<file path="src/rtl/vga_fb_pkg.sv">
// Shared types for the framebuffer arbiter: grant/tag encoding, stat width,
// and the write-queue entry layout.
package vga_fb_pkg;
  localparam int FB_AW  = 10;
  localparam int FB_DW  = 12;
  localparam int STAT_W = 16;

  typedef enum logic [1:0] {
    G_NONE = 2'd0,
    G_VID  = 2'd1,
    G_HR   = 2'd2,
    G_WR   = 2'd3
  } fb_grant_t;

  typedef struct packed {
    logic [FB_AW-1:0] addr;
    logic [FB_DW-1:0] data;
  } wq_entry_t;
endpackage

</file>
<file path="src/rtl/vga_fb_wq.sv">
// Host write queue: synchronous FIFO with first-word-fall-through head.
// Pointers carry one extra wrap bit so full/empty come from the MSB compare.
module vga_fb_wq #(
  parameter int DEPTH = 4,
  parameter int W     = 22
) (
  input  logic         clk,
  input  logic         rst_n,
  input  logic         push,
  input  logic [W-1:0] din,
  input  logic         pop,
  output logic [W-1:0] dout,
  output logic         full,
  output logic         empty
);
  localparam int PW = $clog2(DEPTH) + 1;

  logic [W-1:0]  mem [DEPTH];
  logic [PW-1:0] wp, rp;

  assign empty = (wp == rp);
  assign full  = (wp[PW-1] != rp[PW-1]) && (wp[PW-2:0] == rp[PW-2:0]);
  assign dout  = mem[rp[PW-2:0]];

  // Storage array; contents need no reset, the pointers qualify them.
  always_ff @(posedge clk) begin
    if (push && !full) mem[wp[PW-2:0]] <= din;
  end

  // Read/write pointers; reset empties the queue, discarding pending writes.
  always_ff @(posedge clk or negedge rst_n) begin
    if (!rst_n) begin
      wp <= '0;
      rp <= '0;
    end else begin
      if (push && !full) wp <= wp + 1'b1;
      if (pop && !empty) rp <= rp + 1'b1;
    end
  end
endmodule

</file>
<file path="src/rtl/vga_fb_arb.sv">
// Framebuffer arbiter in front of a 1RW RAM. Priority: video read, host read,
// then write-queue drain. Optional stall counter enabled by VGA_FB_ARB_STAT_EN.
module vga_fb_arb
  import vga_fb_pkg::*;
#(
  parameter int AW       = FB_AW,
  parameter int DW       = FB_DW,
  parameter int WQ_DEPTH = 4
) (
  input  logic              clk,
  input  logic              rst_n,
  input  logic              vid_req,
  input  logic [AW-1:0]     vid_addr,
  output logic              vid_rvalid,
  output logic [DW-1:0]     vid_rdata,
  input  logic              hw_valid,
  output logic              hw_ready,
  input  logic [AW-1:0]     hw_addr,
  input  logic [DW-1:0]     hw_data,
  input  logic              hr_valid,
  output logic              hr_ready,
  input  logic [AW-1:0]     hr_addr,
  output logic              hr_rvalid,
  output logic [DW-1:0]     hr_rdata,
  output logic              ram_we,
  output logic [AW-1:0]     ram_addr,
  output logic [DW-1:0]     ram_din,
  input  logic [DW-1:0]     ram_dout,
  output logic [STAT_W-1:0] stat_wq_stall
);
  wq_entry_t wr_in, wr_head;
  logic      wq_full, wq_empty, wq_push, wq_pop;
  fb_grant_t grant, tag;

  assign wr_in.addr = hw_addr;
  assign wr_in.data = hw_data;

  // Reads wait for an empty queue so they observe every earlier write.
  assign hr_ready = !vid_req && wq_empty;
  assign hw_ready = !wq_full;
  assign wq_push  = hw_valid && hw_ready;
  assign wq_pop   = (grant == G_WR);

  vga_fb_wq #(.DEPTH(WQ_DEPTH), .W($bits(wq_entry_t))) u_wq (
    .clk   (clk),
    .rst_n (rst_n),
    .push  (wq_push),
    .din   (wr_in),
    .pop   (wq_pop),
    .dout  (wr_head),
    .full  (wq_full),
    .empty (wq_empty)
  );

  // Fixed-priority grant and the RAM port mux it selects.
  always_comb begin
    grant    = G_NONE;
    ram_addr = '0;
    if (vid_req)                    grant = G_VID;
    else if (hr_valid && hr_ready)  grant = G_HR;
    else if (!wq_empty)             grant = G_WR;
    case (grant)
      G_VID:   ram_addr = vid_addr;
      G_HR:    ram_addr = hr_addr;
      G_WR:    ram_addr = wr_head.addr;
      default: ram_addr = '0;
    endcase
  end

  assign ram_we  = (grant == G_WR);
  assign ram_din = wr_head.data;

  // Last-grant tag steers the 1-cycle RAM read return; reset drops it.
  always_ff @(posedge clk or negedge rst_n) begin
    if (!rst_n) tag <= G_NONE;
    else        tag <= (grant == G_WR) ? G_NONE : grant;
  end

  assign vid_rvalid = (tag == G_VID);
  assign hr_rvalid  = (tag == G_HR);
  assign vid_rdata  = ram_dout;
  assign hr_rdata   = ram_dout;

`ifdef VGA_FB_ARB_STAT_EN
  logic [STAT_W-1:0] stall_cnt;

  // Saturating count of cycles a host write is held off by a full queue.
  always_ff @(posedge clk or negedge rst_n) begin
    if (!rst_n)                                      stall_cnt <= '0;
    else if (hw_valid && !hw_ready && stall_cnt != '1) stall_cnt <= stall_cnt + 1'b1;
  end

  assign stat_wq_stall = stall_cnt;
`else
  assign stat_wq_stall = '0;
`endif
endmodule

</file>
<file path="config.mk">
export PLATFORM = sky130hd
export DESIGN_NAME = vga_fb_arb
export DESIGN_NICKNAME = d
export VERILOG_FILES = /design/src/rtl/vga_fb_pkg.sv /design/src/rtl/vga_fb_wq.sv /design/src/rtl/vga_fb_arb.sv
export SDC_FILE = /design/constraint.sdc
export NUM_CORES = 1
export LEC_CHECK = 0
export ABC_AREA = 1
export BUFFER_PORTS_ARGS = -buffer_cell sky130_fd_sc_hd__buf_2
export CAP_MARGIN = 5
export CORE_MARGIN = 3
export CORE_UTILIZATION = 52
export CTS_CLUSTER_DIAMETER = 50
export CTS_CLUSTER_SIZE = 28
export DETAILED_ROUTE_END_ITERATION = 8
export PLACE_DENSITY = 0.8
export SETUP_SLACK_MARGIN = 0.3
export SLEW_MARGIN = 10
export SYNTH_ARGS = -nofsm -noshare
export SYNTH_HDL_FRONTEND = slang
export SYNTH_SLANG_ARGS = --single-unit
</file>
<file path="constraint.sdc">
create_clock -name clk -period 3.4 [get_ports clk]
set_clock_uncertainty 0.1 [all_clocks]
set_input_delay 0.68 -clock clk [delete_from_list [all_inputs] [get_ports clk]]
set_output_delay 0.68 -clock clk [all_outputs]
set_load 0.1 [all_outputs]
</file>
## Word level (Yosys, flattened, before mapping)

Memory sizes are Yosys's and may differ from the RTL's.
Index checks and enable logic that the tools add are counted.

- Add/subtract/negate cells: 2
- Equality and inequality tests: 8
- Muxes and demuxes: 7
- Reduce and logical (&&, ||, !) cells: 9

Operators with widths:

| cell | count |
|---|---|
| case mux 10 bit (3 select lines) | 1 |
| 2-to-1 mux 2 bit | 4 |
| adder 3 x 1 -> 3 bit, second input constant | 2 |
| == test 2 bit, second input constant | 3 |
| logical AND 1 bit | 6 |
| == test 2 x 1 -> 1 bit, second input constant | 2 |
| == test 3 bit | 1 |
| logical NOT 1 bit | 3 |
| == test 2 bit | 1 |
| 2-to-1 mux 1 bit | 2 |
| != test 1 bit | 1 |

- Register bits: 8
- RAM bits: 88
- Input bits: 59
- Output and inout port bits: 67
- Word-level logic and storage cells: 30
- Memories: 1

Memory list:

| memory | depth | width | read ports | clocked after memory_dff | write ports | RTL line | source |
|---|---|---|---|---|---|---|---|
| u_wq.mem | 4 | 22 | 1 | 0 | 1 | vga_fb_wq.sv:18 | `logic [W-1:0] mem [DEPTH];` |

## Depth between registers and ports, before layout

Gate-level depths: netlist of run 1.

- Depth after elaboration: 7
- Depth in mapped cells: 10
- Gate-level depth less buffers: 8

## By module

A second synthesis of run 1 with hierarchy kept.

- Cells, all modules: 375
- Area total of the unflattened synthesis: 4307.9 µm²

By module, submodules not included:

| module | instances | cells an instance | area each (µm²) | seq. area each (µm²) |
|---|---|---|---|---|
| vga_fb_wq | 1 | 273 | 3668.5 | 2792.7 |
| vga_fb_arb | 1 | 102 | 639.4 | 50.0 |

## Least setup slack after synthesis of run 1

No wires, ideal clock.

- Path kind: register to output
- From: register u_wq.rp[1]
- To: output ram_din[10]
- Arrival time: 2.476 ns
- Required time: 2.620 ns
- Slack: 0.144 ns
- Cell stages (with the launch flop): 6
- Buffers on the path: 2
- Path through: dfrtp_1 -> inv_2 -> buf_4 -> clkbuf_1 -> o21ai_0 -> o22ai_1

- Cells in the longest elaborated chain, start to end: 1

RTL lines:

| element | RTL line | source |
|---|---|---|
| start, declared | vga_fb_wq.sv:19 | `logic [PW-1:0] wp, rp;` |
| start signal, assigned | vga_fb_wq.sv:37 | `if (pop && !empty) rp <= rp + 1'b1;` |
| memory read (4 x 22 bit) | - |  |
| end, declared | vga_fb_arb.sv:27 | `output logic [DW-1:0] ram_din,` |

No other way between the ends.

## Worst setup path after layout of run 1

- From: register u_wq.rp[0]
- To: output ram_din[6]

Same word-level chain as after synthesis.

==> flow_summary.html, run 1 <==
<table>
<tr><th>Metric</th><th>Value</th></tr>
<tr><th colspan="2">Cells and area</th></tr>
<tr><td>Most frequent cells in the layout</td><td>sky130_fd_sc_hd__edfxtp_1 (88), sky130_fd_sc_hd__nand2_1 (87), sky130_fd_sc_hd__buf_2 (60)</td></tr>
<tr><td>Layout cell share with drive strength beyond 1</td><td>25.2%</td></tr>
<tr><td>Most common library cell in the layout ignoring fill and taps</td><td>sky130_fd_sc_hd__edfxtp_1</td></tr>
<tr><td>Area of all sequential standard cells</td><td>2840 um^2</td></tr>
<tr><td>Area delta synth-&gt;final</td><td>15.8%</td></tr>
<tr><td>Final design instance area without fill</td><td>5240 um^2</td></tr>
<tr><td>Antenna cells</td><td>0</td></tr>
<tr><td>Share of the core filled with cells</td><td>62.8%</td></tr>
<tr><td>Number of fill cells</td><td>634</td></tr>
<tr><td>Number of nets at the end of the flow</td><td>552</td></tr>
<tr><td>Multi-input gate area</td><td>1190 um^2</td></tr>
<tr><th colspan="2">STA</th></tr>
<tr><td>Number of pins with negative max-slew slack in the final report</td><td>0</td></tr>
<tr><td>Min cycle time layout</td><td>3.01 ns</td></tr>
<tr><td>Final TNS setup</td><td>0 ns</td></tr>
<tr><td>Unrepaired setup endpoints after global routing</td><td>no</td></tr>
<tr><td>Hold Violations, Final</td><td>0</td></tr>
<tr><td>Final worst slack</td><td>0.386 ns</td></tr>
<tr><td>Upper clock frequency limit</td><td>332 MHz</td></tr>
<tr><td>Final clock period utilization by the worst path</td><td>88.6%</td></tr>
<tr><td>Final count of negative-setup-slack endpoints</td><td>0</td></tr>
<tr><th colspan="2">Yosys</th></tr>
<tr><td>Combined area of all synthesized cells</td><td>4520 um^2</td></tr>
<tr><td>Average cell area after synthesis</td><td>10.4 um^2</td></tr>
<tr><td>Synth warn</td><td>0</td></tr>
<tr><td>Number of flip-flops and latches in the synthesized netlist</td><td>96</td></tr>
<tr><td>Top post-synthesis cells by area</td><td>sky130_fd_sc_hd__edfxtp_1 (58%), sky130_fd_sc_hd__nand2_1 (7.2%), sky130_fd_sc_hd__buf_4 (6.8%)</td></tr>
<tr><td>Library cell occupying the most area in the post-synthesis netlist</td><td>sky130_fd_sc_hd__edfxtp_1</td></tr>
<tr><td>Most instantiated flip-flop cell in the synthesis netlist</td><td>sky130_fd_sc_hd__edfxtp_1</td></tr>
<tr><td>Ys async rst share</td><td>8.33%</td></tr>
<tr><td>Post-synth EDFFs</td><td>88</td></tr>
<tr><td>Number of different library cells in the post-synthesis netlist</td><td>24</td></tr>
<tr><td>Number of instances in the synthesized netlist</td><td>436</td></tr>
<tr><td>Sequential-to-total area share from yosys stat</td><td>62.8%</td></tr>
<tr><td>Post-synth top area share</td><td>58.4%</td></tr>
<tr><th colspan="2">Clock network</th></tr>
<tr><td>Clock Path Buffers</td><td>2</td></tr>
<tr><td>Clock-pin slew of the registers on the worst-case setup and hold paths</td><td>0.09 ns</td></tr>
<tr><td>Clock root buffer</td><td>sky130_fd_sc_hd__clkbuf_8</td></tr>
<tr><td>Total clock sinks</td><td>96</td></tr>
<tr><td>Clock tree from TritonCTS</td><td>built</td></tr>
<tr><td>Number of H-tree levels</td><td>3</td></tr>
<tr><td>Insertion delay to the later sink of the worst-skew pair</td><td>0.36 ns</td></tr>
<tr><td>TritonCTS buffer count</td><td>9</td></tr>
<tr><th colspan="2">Place</th></tr>
<tr><td>Instance area at placement</td><td>4990 um^2</td></tr>
<tr><td>Half-perimeter wire length after detailed placement</td><td>6.22 mm</td></tr>
<tr><td>Gpl congestion</td><td>0.755</td></tr>
<tr><td>PortBufs</td><td>73</td></tr>
<tr><td>Placement-stage worst setup slack</td><td>0.572 ns</td></tr>
<tr><th colspan="2">Die</th></tr>
<tr><td>Core Region</td><td>8340 um^2</td></tr>
<tr><td>Die Span Y</td><td>99.3 um</td></tr>
<tr><td>Placement row count</td><td>33</td></tr>
<tr><td>IO Pins</td><td>126</td></tr>
<tr><td>Die area</td><td>9850 um^2</td></tr>
<tr><td>Starting density of the core</td><td>54.2%</td></tr>
<tr><td>Horizontal die dimension</td><td>99.3 um</td></tr>
<tr><th colspan="2">Detailed routing</th></tr>
<tr><td>Post-route DRC violation count</td><td>0</td></tr>
<tr><td>Wire per inst</td><td>15.8 um</td></tr>
<tr><td>Final Routed Wirelength</td><td>9.43 mm</td></tr>
<tr><td>Count of antenna-violating nets left after detailed routing</td><td>0</td></tr>
<tr><td>First-pass DRT Iterations</td><td>4</td></tr>
<tr><td>Number of DRC violations after detailed-routing iteration 0</td><td>255</td></tr>
<tr><td>Total number of vias</td><td>3082</td></tr>
<tr><td>Via count normalized by instance count</td><td>5.15</td></tr>
<tr><th colspan="2">Setup path</th></tr>
<tr><td>Nature of the critical path endpoint</td><td>primary output</td></tr>
<tr><td>Category of the worst setup path launch point</td><td>flip-flop</td></tr>
<tr><td>Maximum net fanout on the critical path</td><td>32</td></tr>
<tr><td>Critical Path Source</td><td>u_wq.rp[0]</td></tr>
<tr><td>Critical Setup Path Class</td><td>reg2out</td></tr>
<tr><td>Reg2Reg Launch Point</td><td>u_wq.rp[1]</td></tr>
<tr><td>Required time of the critical path</td><td>2.62 ns</td></tr>
<tr><td>Data arrival time of the critical path</td><td>2.23 ns</td></tr>
<tr><th colspan="2">Run status</th></tr>
<tr><td>Result of the run</td><td>completed</td></tr>
<tr><th colspan="2">Global routing</th></tr>
<tr><td>Overall overflow remaining after global route</td><td>0</td></tr>
<tr><td>GRT Overall Usage</td><td>19.2%</td></tr>
<tr><td>Number of antenna violations at the first check in global routing</td><td>1</td></tr>
<tr><td>Largest net degree at the start of global routing</td><td>47</td></tr>
<tr><td>Via count of the first global-routing pass</td><td>3038</td></tr>
<tr><td>Global-route wire length before repair</td><td>14.6 mm</td></tr>
<tr><th colspan="2">Min path</th></tr>
<tr><td>Path type of the worst min-delay path</td><td>in2async</td></tr>
<tr><th colspan="2">Job</th></tr>
<tr><td>Maximum Capacitance Violations</td><td>0</td></tr>
</table>
-- registers in the layout, indices dropped and copies added (netlist names) --
signal / flops
tag: 2
u_wq.mem: 88
u_wq.wp: 3
u_wq.rp: 3
-- synthesized netlist by cell type (all sizes together), types with 2 or more instances --
cell	count
nand2	91
edfxtp	88
inv	61
buf	50
nand3	42
nor2	36
o21ai	29
o22ai	12
clkbuf	8
dfrtp	8
ha	5
xor2	2
-- critical path: stages (launching register included) --
cell	delay [ns]
sky130_fd_sc_hd__dfrtp_2	0.62
sky130_fd_sc_hd__buf_4	0.37
sky130_fd_sc_hd__o21ai_0	0.19
sky130_fd_sc_hd__o22ai_2	0.22
sky130_fd_sc_hd__buf_2	0.46
-- per-layer routing --
layer  part of all wire (%)  vias to the layer above  track usage, %
met4                    3.5                        2            9.98
met2                     52                      117            33.5
li1                       -                     1479               -
met3                    6.6                       36            4.77
met5                   0.14                        -               0
met1                     38                     1448            21.8
-- layout make-up --
class                      instances  area share [%]
sequential                        96            54.3
timing repair buffer              83            12.1
multi-input combinational        237            22.7
clock buffer                      10            2.44
clock inverter                     6            1.24
inverter                          61            4.71
tap                              105            2.51
-- stage by stage --
step / hold slack [ns] / std cells
after floorplan: 0.284 / 451
after global placement: 0.415 / 577
after detailed placement: 0.419 / 577
after CTS: 0.0397 / 594
after global routing: 0.0425 / 598
final: 0.0442 / 598
-- path summary, 6_finish.rpt --
path / end / depth (start not counted) / slack (ns)
min in group clk: u_wq.mem[1][9] / 1 / 0.43
hold reg to reg: u_wq.rp[2] / 2 / 0.43
hold / removal: u_wq.wp[2] / 1 / 0.04
setup / recovery: ram_din[6] / 4 / 0.39
max in group asynchronous: u_wq.rp[0] / 1 / 2.97
setup reg to reg: u_wq.mem[1][13] / 7 / 1.14
-- logic make-up (layout without fill, tap and decap cells) --
logic type      Yosys count  count (layout)  share of synthesized area (%)
buf+inv                 119             160                           14.0
fa+ha+maj                 5               5                           1.38
other cells               1              16                         0.0829
flops                    96              96                           62.8
compound gates           41              41                           4.87
xor+xnor                  3               3                          0.581
simple gates            171             172                           16.3
-- repair_timing --
item / in CTS / in global routing
pin swaps: 1 / 1
hold buffers: 0 / 0
setup buffers: 1 / 3
gates resized for setup: 2 / 3
endpoints found under the hold margin: 0 / 0
cloned: 0 / 1
endpoints found under the setup margin: 22 / 10
Power of run 1 is not shown: default switching activity piles up to over one toggle a cycle in this logic, so the estimate is an artifact.
==> inputs of run 2 (changes only) <==
--- a/config.mk
+++ b/config.mk
@@ -8,6 +8,7 @@
 export ABC_AREA = 1
 export BUFFER_PORTS_ARGS = -buffer_cell sky130_fd_sc_hd__buf_2
 export CAP_MARGIN = 5
+export CORE_ASPECT_RATIO = 1.1
 export CORE_MARGIN = 3
 export CORE_UTILIZATION = 52
 export CTS_CLUSTER_DIAMETER = 50
==> run 2 against run 1 <==
Hold slack got worse by 0.0042 ns. Via count is 1.6% lower. Flip-flop and latch count stayed put. Design area fell by 0.53%. Clock-buffer cell count is 1 lower. Cell count up 0.84%. Maximum frequency rose by 0.28%. Wire length down 2.1%. Sequential share of layout area grew 0.26 points. Register-to-register slack better by 0.11 ns. Utilization shrank 0.83 points. Largest cell class unchanged.
==> flow_summary.html, run 2 (synthesis gave the netlist of run 1 again) <==
<table>
<tr><th>Metric</th><th>Value</th></tr>
<tr><th colspan="2">Clock network</th></tr>
<tr><td>Count of buffers added by post-CTS timing repair for setup</td><td>0 (was 1)</td></tr>
<tr><td>Clock-pin slew of the registers on the worst-case setup and hold paths</td><td>0.10 ns (was 0.09 ns)</td></tr>
<tr><td>TritonCTS buffer count</td><td>9 (unchanged)</td></tr>
<tr><td>Insertion delay to the later sink of the worst-skew pair</td><td>0.36 ns (about the same)</td></tr>
<tr><td>Total clock sinks</td><td>96 (unchanged)</td></tr>
<tr><td>Resized Gates After CTS</td><td>0 (was 2)</td></tr>
<tr><td>Number of H-tree levels</td><td>3 (unchanged)</td></tr>
<tr><td>Number of hold buffers added after cts</td><td>0 (unchanged)</td></tr>
<tr><td>Clock root buffer</td><td>sky130_fd_sc_hd__clkbuf_8 (unchanged)</td></tr>
<tr><td>Clock tree from TritonCTS</td><td>built (unchanged)</td></tr>
<tr><td>Clock Path Buffers</td><td>2 (unchanged)</td></tr>
<tr><th colspan="2">Global routing</th></tr>
<tr><td>Met3 GRT Util</td><td>5.16% (was 4.77%)</td></tr>
<tr><td>Met2 Track Usage GR</td><td>32.8% (was 33.5%)</td></tr>
<tr><td>GRT Overall Usage</td><td>19.4% (was 19.2%)</td></tr>
<tr><td>Via count of the first global-routing pass</td><td>2993 (was 3038)</td></tr>
<tr><td>GR met1 Demand/Resource</td><td>21.2% (was 21.8%)</td></tr>
<tr><td>Global-route wire length before repair</td><td>14.3 mm (was 14.6 mm)</td></tr>
<tr><td>Most used routing layer</td><td>met2 (unchanged)</td></tr>
<tr><td>Overall overflow remaining after global route</td><td>0 (unchanged)</td></tr>
<tr><td>Largest net degree at the start of global routing</td><td>47 (unchanged)</td></tr>
<tr><td>Number of antenna violations at the first check in global routing</td><td>2 (was 1)</td></tr>
<tr><th colspan="2">Detailed routing</th></tr>
<tr><td>Final Routed Wirelength</td><td>9.24 mm (was 9.43 mm)</td></tr>
<tr><td>Number of DRC violations after detailed-routing iteration 0</td><td>101 (was 255)</td></tr>
<tr><td>Wire per inst</td><td>15.3 um (was 15.8 um)</td></tr>
<tr><td>Total number of vias</td><td>3032 (was 3082)</td></tr>
<tr><td>First-pass DRT Iterations</td><td>5 (was 4)</td></tr>
<tr><td>Via count normalized by instance count</td><td>5.03 (was 5.15)</td></tr>
<tr><td>Post-route DRC violation count</td><td>0 (unchanged)</td></tr>
<tr><td>Count of antenna-violating nets left after detailed routing</td><td>0 (unchanged)</td></tr>
<tr><th colspan="2">Die</th></tr>
<tr><td>Core Region</td><td>8410 um^2 (was 8340 um^2)</td></tr>
<tr><td>Starting density of the core</td><td>53.8% (was 54.2%)</td></tr>
<tr><td>Die Span Y</td><td>104 um (was 99.3 um)</td></tr>
<tr><td>IO Pins</td><td>126 (unchanged)</td></tr>
<tr><td>Placement row count</td><td>35 (was 33)</td></tr>
<tr><td>Die area</td><td>9850 um^2 (about the same)</td></tr>
<tr><td>Horizontal die dimension</td><td>94.9 um (was 99.3 um)</td></tr>
<tr><th colspan="2">STA</th></tr>
<tr><td>Upper clock frequency limit</td><td>333 MHz (was 332 MHz)</td></tr>
<tr><td>Number of pins with negative max-slew slack in the final report</td><td>0 (unchanged)</td></tr>
<tr><td>Unrepaired setup endpoints after global routing</td><td>yes (was no)</td></tr>
<tr><td>Min cycle time layout</td><td>3.01 ns (about the same)</td></tr>
<tr><td>Final clock period utilization by the worst path</td><td>88.4% (was 88.6%)</td></tr>
<tr><td>Worst Hold Margin</td><td>0.0400 ns (was 0.0442 ns)</td></tr>
<tr><td>Final worst slack</td><td>0.395 ns (was 0.386 ns)</td></tr>
<tr><td>Final count of negative-setup-slack endpoints</td><td>0 (unchanged)</td></tr>
<tr><td>Hold Violations, Final</td><td>0 (unchanged)</td></tr>
<tr><td>Final TNS setup</td><td>0 ns (unchanged)</td></tr>
<tr><th colspan="2">Setup path</th></tr>
<tr><td>Required time of the critical path</td><td>2.62 ns (about the same)</td></tr>
<tr><td>Maximum net fanout on the critical path</td><td>46 (was 32)</td></tr>
<tr><td>Depth of the worst register-to-register path</td><td>7 (unchanged)</td></tr>
<tr><td>Category of the worst setup path launch point</td><td>flip-flop (unchanged)</td></tr>
<tr><td>Nature of the critical path endpoint</td><td>primary output (unchanged)</td></tr>
<tr><td>Data arrival time of the critical path</td><td>2.23 ns (about the same)</td></tr>
<tr><td>Critical Setup Path Class</td><td>reg2out (unchanged)</td></tr>
<tr><th colspan="2">Cells and area</th></tr>
<tr><td>Layout cell share with drive strength beyond 1</td><td>24.8% (was 25.2%)</td></tr>
<tr><td>Number of nets at the end of the flow</td><td>550 (was 552)</td></tr>
<tr><td>Area delta synth-&gt;final</td><td>15.2% (was 15.8%)</td></tr>
<tr><td>Non-filler cells in the finished layout</td><td>603 (was 598)</td></tr>
<tr><td>Most frequent cells in the layout</td><td>sky130_fd_sc_hd__edfxtp_1 (88), sky130_fd_sc_hd__nand2_1 (87), sky130_fd_sc_hd__buf_2 (60) (unchanged)</td></tr>
<tr><td>Largest register FFs</td><td>88 (unchanged)</td></tr>
<tr><td>Most common library cell in the layout ignoring fill and taps</td><td>sky130_fd_sc_hd__edfxtp_1 (unchanged)</td></tr>
<tr><th colspan="2">Place</th></tr>
<tr><td>Post-placement cell count</td><td>585 (was 577)</td></tr>
<tr><td>PortBufs</td><td>73 (unchanged)</td></tr>
<tr><td>Placement-stage worst setup slack</td><td>0.845 ns (was 0.572 ns)</td></tr>
<tr><td>Gpl congestion</td><td>0.726 (was 0.755)</td></tr>
<tr><td>Half-perimeter wire length after detailed placement</td><td>6.18 mm (was 6.22 mm)</td></tr>
<tr><th colspan="2">Run status</th></tr>
<tr><td>Result of the run</td><td>completed (unchanged)</td></tr>
<tr><th colspan="2">Job</th></tr>
<tr><td>Maximum Capacitance Violations</td><td>0 (unchanged)</td></tr>
<tr><th colspan="2">Min path</th></tr>
<tr><td>Path type of the worst min-delay path</td><td>in2async (unchanged)</td></tr>
</table>
[run 2: cell type report]
cell class | count | area [um^2]
Antenna cell | 1 | 2.50
Clock buffer | 9 | 124
Clock inverter | 7 | 62.6
Fill cell | 653 | 3200
Inverter | 61 | 236
Multi-Input combinational cell | 237 | 1180
Sequential cell | 96 | 2840
Tap cell | 111 | 139
Timing Repair Buffer | 81 | 621
[run 2: path summary, 6_finish.rpt]
check	from	to	slack [ns]
max	u_wq.rp[0]	ram_addr[7]	0.39
min	rst_n	u_wq.rp[0]	0.04
max reg2reg	u_wq.rp[0]	u_wq.mem[0][12]	1.25
min reg2reg	u_wq.rp[2]	u_wq.rp[2]	0.45
max in group asynchronous	rst_n	u_wq.wp[2]	2.98
min in group clk	hw_data[1]	u_wq.mem[0][1]	0.42
[run 2: per-stage QoR]
step,utilization (%),area (um^2)
after global routing,62.0,5210
final,62.0,5210
after global placement,59.7,5020
after floorplan,-,4640
after CTS,61.9,5200
after detailed placement,59.7,5020
[run 2: layer usage]
metal / part of all wire (%) / up-vias / wire length (um)
met5: 0.14 / - / 13
met4: 2.6 / 2 / 244
met3: 7.4 / 30 / 680
met2: 52 / 128 / 4830
met1: 38 / 1395 / 3470
li1: - / 1477 / -
[run 2: worst max-delay path, cell delays in order (launching register included)]
cell and delay, ns:
sky130_fd_sc_hd__dfrtp_1 0.50, sky130_fd_sc_hd__inv_8 0.26, sky130_fd_sc_hd__nand2_2 0.08, sky130_fd_sc_hd__nand2_2 0.10
sky130_fd_sc_hd__nand3_4 0.18, sky130_fd_sc_hd__nor2_2 0.30, sky130_fd_sc_hd__nand3_1 0.12, sky130_fd_sc_hd__nand2_1 0.13
sky130_fd_sc_hd__buf_12 0.18
Power of run 2 is left out for the same reason.
==> inputs of run 3 (changes only) <==
--- a/config.mk
+++ b/config.mk
@@ -8,14 +8,14 @@
 export ABC_AREA = 1
 export BUFFER_PORTS_ARGS = -buffer_cell sky130_fd_sc_hd__buf_2
 export CAP_MARGIN = 5
-export CORE_ASPECT_RATIO = 1.1
+export CORE_ASPECT_RATIO = 0.7
 export CORE_MARGIN = 3
 export CORE_UTILIZATION = 52
-export CTS_CLUSTER_DIAMETER = 50
+export CTS_CLUSTER_DIAMETER = 100
 export CTS_CLUSTER_SIZE = 28
 export DETAILED_ROUTE_END_ITERATION = 8
 export PLACE_DENSITY = 0.8
-export SETUP_SLACK_MARGIN = 0.3
+export SETUP_SLACK_MARGIN = 0.1
 export SLEW_MARGIN = 10
 export SYNTH_ARGS = -nofsm -noshare
 export SYNTH_HDL_FRONTEND = slang
==> run 3 against run 2 <==
First-iteration DRC count up 100%. Clock-buffer cell count up 1. Hold slack better by 0.032 ns. Design area up 2.2%. Die area up 0.17%. Cell count up 0.33%. Worst setup slack worse by 0.068 ns. Non-clock buffer count down 1. Wire length down 0.30%. Register-to-register slack worse by 0.47 ns.
==> flow_summary.html, run 3 (synthesis gave the netlist of run 1 again) <==
<table>
<tr><th>Metric</th><th>Value</th></tr>
<tr><th colspan="2">Run status</th></tr>
<tr><td>Result of the run</td><td>completed (unchanged)</td></tr>
<tr><th colspan="2">Detailed routing</th></tr>
<tr><td>First-pass DRT Iterations</td><td>4 (was 5)</td></tr>
<tr><td>Final Routed Wirelength</td><td>9.21 mm (was 9.24 mm)</td></tr>
<tr><td>Wire per inst</td><td>15.2 um (was 15.3 um)</td></tr>
<tr><td>Number of DRC violations after detailed-routing iteration 0</td><td>203 (was 101)</td></tr>
<tr><td>Total number of vias</td><td>3027 (was 3032)</td></tr>
<tr><td>Post-route DRC violation count</td><td>0 (unchanged)</td></tr>
<tr><td>Count of antenna-violating nets left after detailed routing</td><td>0 (unchanged)</td></tr>
<tr><td>Via count normalized by instance count</td><td>5.00 (was 5.03)</td></tr>
<tr><th colspan="2">Global routing</th></tr>
<tr><td>Via count of the first global-routing pass</td><td>3071 (was 2993)</td></tr>
<tr><td>GR met1 Demand/Resource</td><td>22.3% (was 21.2%)</td></tr>
<tr><td>Overall overflow remaining after global route</td><td>0 (unchanged)</td></tr>
<tr><td>GRT Overall Usage</td><td>19.3% (was 19.4%)</td></tr>
<tr><td>Most used routing layer</td><td>met2 (unchanged)</td></tr>
<tr><td>Largest net degree at the start of global routing</td><td>47 (unchanged)</td></tr>
<tr><td>Met3 GRT Util</td><td>6.50% (was 5.16%)</td></tr>
<tr><td>Global-route wire length before repair</td><td>14.7 mm (was 14.3 mm)</td></tr>
<tr><td>Number of antenna violations at the first check in global routing</td><td>0 (was 2)</td></tr>
<tr><td>Met2 Track Usage GR</td><td>32.6% (was 32.8%)</td></tr>
<tr><th colspan="2">STA</th></tr>
<tr><td>Relative max-transition margin</td><td>57.2%</td></tr>
<tr><td>Min cycle time layout</td><td>3.07 ns (was 3.01 ns)</td></tr>
<tr><td>Final TNS setup</td><td>0 ns (unchanged)</td></tr>
<tr><td>Upper clock frequency limit</td><td>325 MHz (was 333 MHz)</td></tr>
<tr><td>Unrepaired setup endpoints after global routing</td><td>no (was yes)</td></tr>
<tr><td>Number of pins with negative max-slew slack in the final report</td><td>0 (unchanged)</td></tr>
<tr><td>Final clock period utilization by the worst path</td><td>90.4% (was 88.4%)</td></tr>
<tr><td>Hold Violations, Final</td><td>0 (unchanged)</td></tr>
<tr><td>Final count of negative-setup-slack endpoints</td><td>0 (unchanged)</td></tr>
<tr><td>Pin slew with the least headroom to its limit</td><td>0.642 ns</td></tr>
<tr><th colspan="2">Setup path</th></tr>
<tr><td>Critical path's slowest cell</td><td>sky130_fd_sc_hd__dfrtp_1 (unchanged)</td></tr>
<tr><td>Critical Path Source</td><td>u_wq.rp[0] (unchanged)</td></tr>
<tr><td>Crit path buffers/inverters</td><td>2 (unchanged)</td></tr>
<tr><td>Crit path max-delay family</td><td>buffers and inverters (was simple AND/OR/NAND/NOR gates)</td></tr>
<tr><td>Setup slack of the worst register-to-register path</td><td>0.78 ns (was 1.25 ns)</td></tr>
<tr><td>Required time of the critical path</td><td>2.62 ns (about the same)</td></tr>
<tr><td>Nature of the critical path endpoint</td><td>primary output (unchanged)</td></tr>
<tr><td>Worst path max stage delay</td><td>0.62 ns (was 0.50 ns)</td></tr>
<tr><td>Maximum net fanout on the critical path</td><td>38 (was 46)</td></tr>
<tr><td>Category of the worst setup path launch point</td><td>flip-flop (unchanged)</td></tr>
<tr><td>Data arrival time of the critical path</td><td>2.29 ns (was 2.23 ns)</td></tr>
<tr><td>Critical Setup Path Class</td><td>reg2out (unchanged)</td></tr>
<tr><td>Reg2Reg Launch Point</td><td>u_wq.rp[0] (unchanged)</td></tr>
<tr><td>Cell-by-cell trace of the critical path</td><td>buf_4, o21ai_0, o22ai_1, buf_2 (was inv_8, nand2_2, nand2_2, nand3_4, nor2_2, nand3_1, nand2_1, buf_12)</td></tr>
<tr><th colspan="2">Clock network</th></tr>
<tr><td>TritonCTS buffer count</td><td>9 (unchanged)</td></tr>
<tr><td>Clock-pin slew of the registers on the worst-case setup and hold paths</td><td>0.06 ns (was 0.10 ns)</td></tr>
<tr><td>Count of buffers added by post-CTS timing repair for setup</td><td>0 (unchanged)</td></tr>
<tr><td>Number of hold buffers added after cts</td><td>0 (unchanged)</td></tr>
<tr><td>Clock Path Buffers</td><td>2 (unchanged)</td></tr>
<tr><td>Insertion delay to the later sink of the worst-skew pair</td><td>0.34 ns (was 0.36 ns)</td></tr>
<tr><td>Clock root buffer</td><td>sky130_fd_sc_hd__clkbuf_16 (was sky130_fd_sc_hd__clkbuf_8)</td></tr>
<tr><td>Clock tree from TritonCTS</td><td>built (unchanged)</td></tr>
<tr><td>Resized Gates After CTS</td><td>0 (unchanged)</td></tr>
<tr><td>Number of H-tree levels</td><td>3 (unchanged)</td></tr>
<tr><td>Total clock sinks</td><td>96 (unchanged)</td></tr>
<tr><th colspan="2">Cells and area</th></tr>
<tr><td>Area delta synth-&gt;final</td><td>17.8% (was 15.2%)</td></tr>
<tr><td>Largest register FFs</td><td>88 (unchanged)</td></tr>
<tr><td>Antenna cells</td><td>0 (was 1)</td></tr>
<tr><td>Layout cell share with drive strength beyond 1</td><td>22.1% (was 24.8%)</td></tr>
<tr><td>Number of nets at the end of the flow</td><td>548 (was 550)</td></tr>
<tr><td>Most frequent cells in the layout</td><td>sky130_fd_sc_hd__edfxtp_1 (88), sky130_fd_sc_hd__nand2_1 (87), sky130_fd_sc_hd__buf_2 (60) (unchanged)</td></tr>
<tr><td>Share of the core filled with cells</td><td>65.4% (was 62.0%)</td></tr>
<tr><td>Most common library cell in the layout ignoring fill and taps</td><td>sky130_fd_sc_hd__edfxtp_1 (unchanged)</td></tr>
<tr><th colspan="2">Die</th></tr>
<tr><td>Core Region</td><td>8140 um^2 (was 8410 um^2)</td></tr>
<tr><td>Starting density of the core</td><td>55.6% (was 53.8%)</td></tr>
<tr><td>Placement row count</td><td>27 (was 35)</td></tr>
<tr><td>Horizontal die dimension</td><td>117 um (was 94.9 um)</td></tr>
<tr><td>IO Pins</td><td>126 (unchanged)</td></tr>
<tr><td>Die area</td><td>9870 um^2 (was 9850 um^2)</td></tr>
<tr><td>Die Span Y</td><td>84.0 um (was 104 um)</td></tr>
<tr><th colspan="2">Job</th></tr>
<tr><td>Maximum Capacitance Violations</td><td>0 (unchanged)</td></tr>
<tr><th colspan="2">Place</th></tr>
<tr><td>PortBufs</td><td>73 (unchanged)</td></tr>
<tr><td>Half-perimeter wire length after detailed placement</td><td>6.13 mm (was 6.18 mm)</td></tr>
<tr><td>Gpl congestion</td><td>0.749 (was 0.726)</td></tr>
<tr><th colspan="2">Min path</th></tr>
<tr><td>Path type of the worst min-delay path</td><td>in2async (unchanged)</td></tr>
</table>
run 3: metrics by stage:
stage / area, um^2 / cells / hold slack [ns] / setup WS, ns
finish: 5330 / 605 / 0.0723 / 0.326
global route: 5330 / 605 / 0.0685 / 0.192
CTS: 5330 / 605 / 0.0689 / 0.324
detailed placement: 4990 / 589 / 0.435 / 0.715
global placement: 4990 / 589 / 0.409 / 0.791
floorplan: 4580 / 451 / 0.284 / 0.144
run 3: area by class of cell:
type,instances,area [um^2]
Sequential cell,96,2840
Fill cell,596,2820
Multi-Input combinational cell,236,1110
Timing Repair Buffer,80,651
Inverter,61,236
Clock buffer,10,229
Tap cell,116,145
Clock inverter,6,108
run 3: worst reg2reg max path: cells and delay by family (launching register included):
| kind | cells | cell delay (ns) |
|---|---|---|
| buffers and inverters | 2 | 0.43 |
| flip-flops | 1 | 0.62 |
| AND/OR/NAND/NOR | 5 | 1.18 |
run 3: final timing paths:
path                                   to  depth (start not counted)
max                            ram_din[9]                          4
min in group clk               u_wq.rp[2]                          2
max in group asynchronous      u_wq.rp[0]                          1
max reg2reg                u_wq.mem[3][7]                          7
min reg2reg                    u_wq.rp[2]                          2
min                            u_wq.wp[1]                          1
run 3: layer usage:
metal | wire length [um] | vias to the layer above
li1 | - | 1476
met2 | 4620 | 102
met5 | 0 | -
met1 | 3600 | 1423
met4 | 215 | 0
met3 | 780 | 26
Power of run 3 is left out for the same reason.
